File: config.mk
export PLATFORM = sky130hd
export DESIGN_NAME = alu_result_checker_sync_fifo
export DESIGN_NICKNAME = d
export VERILOG_FILES = /design/src/rtl/alu_result_checker_sync_fifo.sv
export SDC_FILE = /design/constraint.sdc
export NUM_CORES = 1
export LEC_CHECK = 0
export BUFFER_PORTS_ARGS = -buffer_cell sky130_fd_sc_hd__buf_4
export CAP_MARGIN = 40
export CORE_AREA = 2 2 62 75
export CTS_CLUSTER_SIZE = 30
export DETAILED_ROUTE_END_ITERATION = 8
export DIE_AREA = 0 0 64 77
export PLACE_DENSITY = 0.79
export SLEW_MARGIN = 20
export SYNTH_ARGS = -nofsm -noshare
export SYNTH_HDL_FRONTEND = slang
export SYNTH_SLANG_ARGS = --single-unit
File: constraint.sdc
create_clock -name clk -period 3.16 [get_ports clk]
set_input_delay 0.158 -clock clk [delete_from_list [all_inputs] [get_ports clk]]
set_output_delay 0.158 -clock clk [all_outputs]
set_load 0.005 [all_outputs]
File: src/rtl/alu_result_checker_sync_fifo.sv
// Synchronous FIFO with combinational head; clear wins over push/pop, push accepted when full only with a same-edge pop.
module alu_result_checker_sync_fifo #(
    parameter int W     = 8,
    parameter int DEPTH = 4
) (
    input  logic         clk,
    input  logic         rst,
    input  logic         clear,
    input  logic         push,
    input  logic         pop,
    input  logic [W-1:0] din,
    output logic [W-1:0] head,
    output logic         full,
    output logic         empty
);

    localparam int AW = $clog2(DEPTH);
    localparam logic [AW:0] FULL_CNT = (AW + 1)'(DEPTH);

    logic [W-1:0]  mem [DEPTH];
    logic [AW-1:0] wr_ptr;
    logic [AW-1:0] rd_ptr;
    logic [AW:0]   count;
    logic          do_push;
    logic          do_pop;

    assign full    = (count == FULL_CNT);
    assign empty   = (count == '0);
    assign do_pop  = pop && !empty;
    assign do_push = push && (!full || do_pop);
    assign head    = mem[rd_ptr];

    always_ff @(posedge clk or posedge rst) begin
        if (rst) begin
            wr_ptr <= '0;
            rd_ptr <= '0;
            count  <= '0;
            for (int i = 0; i < DEPTH; i++) mem[i] <= '0;
        end else if (clear) begin
            wr_ptr <= '0;
            rd_ptr <= '0;
            count  <= '0;
            for (int i = 0; i < DEPTH; i++) mem[i] <= '0;
        end else begin
            if (do_push) begin
                mem[wr_ptr] <= din;
                wr_ptr      <= wr_ptr + 1'b1;
            end
            if (do_pop) rd_ptr <= rd_ptr + 1'b1;
            case ({do_push, do_pop})
                2'b10:   count <= count + 1'b1;
                2'b01:   count <= count - 1'b1;
                default: count <= count;
            endcase
        end
    end

endmodule

# Word level (Yosys, flattened, before mapping)
# Index checks and enable logic that the tools add are counted.
classes:
  n_addsub: 4
  magnitude_cmp: 3
  eq_ne: 3
  n_mux: 14
  bitwise: 2
  n_reduce_logical: 10
ops:
  columns: ["op", "n"]
  rows:
  - ["32-bit two-way mux", 2]
  - ["32-bit bitwise mux", 1]
  - ["8-bit two-way mux", 3]
  - ["8-bit binary-select mux with 2-bit select", 1]
  - ["8-bit demux with 2-bit select", 1]
  - ["2-bit two-way mux", 4]
  - ["3-bit >= comparator (second input constant)", 2]
  - ["2-bit inverter with 3-bit output", 2]
  - ["3-bit one-hot mux with 2 select lines", 1]
  - ["2-bit by 1-bit adder with 2-bit output (second input constant)", 2]
  - ["2-bit nonzero test", 2]
  - ["3-bit by 1-bit adder with 3-bit output (second input constant)", 1]
  - ["3-bit equality test (second input constant)", 1]
  - ["1-bit logical AND", 3]
  - ["3-bit logical NOT", 1]
  - ["3-bit by 1-bit < comparator with 1-bit output (second input constant)", 1]
  - ["3-bit two-way mux", 1]
  - ["3-bit nonzero test", 1]
  - ["3-bit by 1-bit subtractor with 3-bit output (second input constant)", 1]
  - ["2-bit by 1-bit equality test with 1-bit output (second input constant)", 1]
  - ["2-bit equality test (second input constant)", 1]
  - ["1-bit logical NOT", 2]
  - ["1-bit logical OR", 1]
word_totals:
  register_bits: 39
  out_inout_bits: 10

# Depth between registers and ports, before layout
logic_depth:
  depth_word: 8
  depth_mapped: 7
  ltp_nobuf: 6

# Worst setup path after synthesis
# No wires, ideal clock.
synth_path:
  kind: "register to register"
  start: "register count[1]"
  end: "register count[2]"
  arrival_time_ps: 2117
  required_time_ps: 3078
  setup_slack_ps: 960
  path_stages_with_launch: 8
  period_less_slack_ps: 2200
  cell_sequence: "dfrtp_1 buf_2 o31ai_1 nor2_1 fa_1 or3b_1 or3_1 a31oi_1"
synth_between:
  elab_chain_cells: 8
synth_rtl:
  columns: ["element", "line_no", "text"]
  rows:
  - ["start, declared", "23", "logic [AW:0] count;"]
  - ["start signal, assigned", "51", "2'b10: count <= count + 1'b1;"]
  - ["start signal, assigned", "52", "2'b01: count <= count - 1'b1;"]
  - ["start signal, assigned", "53", "default: count <= count;"]
  - ["3-bit logical NOT", "28", "assign empty = (count == '0);"]
  - ["1-bit logical NOT", "29", "assign do_pop = pop && !empty;"]
  - ["1-bit logical AND", "29", null]
  - ["1-bit logical OR", "30", "assign do_push = push && (!full || do_pop);"]
  - ["1-bit logical AND", "30", null]
  - ["2-bit by 1-bit equality test with 1-bit output or 2-bit equality test (tied branches)", "50", "case ({do_push, do_pop})"]
  - ["3-bit one-hot mux with 2 select lines", "50", null]
  - ["3-bit two-way mux", "39", "end else if (clear) begin"]
# Several ways; a longest one is shown, not always the timed one.
# A chain may end at the register's enable or synchronous reset.

# Worst setup path in the final report
layout_path:
  start: "register count[0]"
  end: "register count[2]"
# The elaborated chain is that of the path after synthesis.

==> results.sh <==
export IMPL_via_count=1729
export IMPL_gp_congestion=0.757
export IMPL_cts_buffers=5
export IMPL_ant_nets=0
export IMPL_holdCritPathClass="in2async"
export IMPL_worstSetupEndpointType="register"
export IMPL_violations="negative hold slack"
export IMPL_layout_commonest_cell="dfrtp_1"
export IMPL_cts_tree="yes"
export IMPL_grt_pass1_vias=1701
export IMPL_finalCritPeriodShare=0.734
export IMPL_die_area_sq_um=4930
export IMPL_synth_avg_cell_area_sq_um=9.75
export IMPL_cp_startpoint="count[0]$_DFFE_PP0P_"
export IMPL_clockBufferDepth=2
export IMPL_power_per_cell_area_nw_per_um2=511
export IMPL_first_pass_iters=4
export IMPL_crit_required_ns=3.37
export IMPL_r2r_start="count[0]$_DFFE_PP0P_"
export IMPL_vias_per_cell=6.07
export IMPL_antenna_cells=0
export IMPL_finalNetCount=246
export IMPL_combPwrFrac=0.146
export IMPL_initial_core_util=0.511
export IMPL_io_pins=23
export IMPL_period_minus_slack_ns=2.32
export IMPL_cts_resized=0
export IMPL_rsz0062_at_grt="no"
export IMPL_design_area_sq_um=2400
export IMPL_place_hpwl_mm=3.06
export IMPL_syn_nets=238
export IMPL_clock_skew_ns=0.00755
export IMPL_status="finished with violations"
export IMPL_final_cells=285
export IMPL_antenna_found_initial=0
export IMPL_postCtsHoldBufs=0
export IMPL_max_stage_delay_ns=0.52
export IMPL_arrival_ns=2.53
export IMPL_synth_area_top_cells="dfrtp_1 46%, nand3_1 8.4%, mux4_2 8.4%"
export IMPL_setup_violations=0
export IMPL_syn_inst=220
export IMPL_path_class="reg2reg"
export IMPL_final_layout_size_suffix_gt1_frac=0.188
export IMPL_worstPathCellList="o31ai_1 -> nor2_1 -> fa_1 -> or3b_1 -> or3_1 -> a31oi_1"
export IMPL_leakagePower_nw=0.986
export IMPL_synth_top_area_cell="dfrtp_1"
export IMPL_p_switching_mw=0.306
export IMPL_hold_ws_ns=-0.0119
export IMPL_cp_start_kind="register"
export IMPL_grt_util_all_layers=0.217
export IMPL_drtIter0Drc=143
export IMPL_die_x_microns=64
export IMPL_max_freq_ghz=0.431
export IMPL_grt_pass1_wl_mm=8.37
export IMPL_cts_sinks=39
export IMPL_postCtsSetupBuffers=0
export IMPL_core_sq_um=4200
export IMPL_port_buffers=22
export IMPL_place_area_sq_um=2270
export IMPL_insertion_delay_ns=0.30
export IMPL_slew_headroom=0.511
export IMPL_rows=26
export IMPL_pwr_share_clk=0.401
export IMPL_sequentialPowerShare=0.453
export IMPL_worstPathMaxFanout=11
export IMPL_grt_max_degree=40
export IMPL_swShare=0.250
export IMPL_drc=0
export IMPL_h_tree_depth=2
export IMPL_power_total_mw=1.23
export IMPL_synth_top_area_frac=0.455
export IMPL_maxSlewViolCount=0
export IMPL_clk_pin_slew_ns=0.08
export IMPL_slowest_stage="dfrtp_1"
export IMPL_cts_root_buf="clkbuf_8"
export IMPL_wl_per_cell_microns=17.6
export IMPL_ir_drop_mv=0.317
export IMPL_yosysWarningCount=0
export IMPL_netlist_area_sq_um=2140
export IMPL_routed_wl_mm=5.02
export IMPL_maxCapViolCount=0
export IMPL_fin_tns_setup_ns=0
export IMPL_die_y_microns=77
export IMPL_grt_overflow=0
export IMPL_ys_seq_elements=39
export IMPL_place_inst=277
export IMPL_final_hold_viol_count=18
export IMPL_intPower_mw=0.920
export IMPL_ys_seq_area_frac=0.455
export IMPL_synthToLayoutAreaGrowth_pct=11.9
export IMPL_final_cell_mix="39 x dfrtp_1, 36 x nand3_1, 34 x a21oi_1"
export IMPL_ys_types=35
export IMPL_worst_slew_pin_slew_ns=0.733
==> power groups by stage <==
stage | clock (mW) | sequential [mW] | combinational [mW]
3_3_place_gp | 0 | 0.564 | 0.174
6_report | 0.491 | 0.556 | 0.179
3_5_place_dp | 0 | 0.566 | 0.177
5_1_grt | 0.522 | 0.561 | 0.198
4_1_cts | 0.498 | 0.556 | 0.179
2_1_floorplan | 0 | 0.539 | 0.144
==> area by class of cell <==
class,count,area [sq um]
Sequential cell,39,976
Multi-Input combinational cell,153,1020
Timing Repair Buffer,24,180
Clock buffer,6,72.6
Fill cell,364,1800
Inverter,5,18.8
Tap cell,56,70.1
Clock inverter,2,60.1
==> stage by stage <==
step | setup WS, ns | hold slack [ns] | util
3_5_place_dp | 0.849 | 0.329 | 0.540
6_report | 0.839 | -0.0119 | 0.572
3_3_place_gp | 0.894 | 0.322 | 0.540
4_1_cts | 0.831 | 0.0131 | 0.572
5_1_grt | 0.709 | 0.0549 | 0.572
2_1_floorplan | 0.960 | 0.300 | -
==> cells by family after synthesis <==
kind of cell	Yosys count	synth area share
compound gates	77	0.194
fa+ha+maj	5	0.0327
flops	39	0.455
buf+inv	28	0.0723
xor+xnor	4	0.0163
mux	8	0.0840
simple gates	59	0.145
==> worst paths after layout <==
check	end	slack, ns	depth (start not counted)
worst max-delay path	count[2]$_DFFE_PP0P_	0.84	6
min in group clk	mem[5]$_DFFE_PP0P_	0.13	3
max in group asynchronous	mem[21]$_DFFE_PP0P_	2.42	3
worst max register to register	count[2]$_DFFE_PP0P_	0.84	6
worst min-delay path	mem[23]$_DFFE_PP0P_	-0.01	2
worst min register to register	mem[1]$_DFFE_PP0P_	0.55	2
==> critical path: cells and delay by family (launching register included) <==
kind	cells	cell delay (ns)
and+or+nand+nor	3	0.78
AOI/OAI and AO/OA	2	0.56
DFF	1	0.52
adders and majority gates	1	0.39
==> metal layers <==
metal	global-route usage	wire length (microns)	part of all wire
met5	0	0	0
met4	0.0957	137	0.027
met3	0.0381	320	0.064
met2	0.350	2560	0.51
met1	0.285	2000	0.40
==> state kept, by name, summed over array words and instances (netlist names) <==
| register | cells |
|---|---|
| mem | 32 |
| wr_ptr | 2 |
| count | 3 |
| rd_ptr | 2 |
==> cells in the mapped netlist <==
library cell	instances
o21bai_1	1
buf_4	1
o211ai_1	1
nor3_1	1
o21ai_0	27
a31oi_1	1
o311ai_0	1
buf_2	4
a21o_1	2
o2111ai_1	2
and2_1	5
fa_1	1
or2_2	1
dfrtp_1	39
clkbuf_2	3
nand2_1	6
a21oi_2	1
clkbuf_1	6
o21ai_1	5
mux4_2	8
buf_1	4
buf_6	5
xnor2_1	1
nor4b_2	1
nand3_1	36
a211oi_1	1
or3_1	1
nor2_1	6
xor2_1	3
ha_1	4
or4b_4	1
or3b_1	1
o31ai_1	1
a21oi_1	34
inv_1	5
Power figures use the tool's default switching activity.
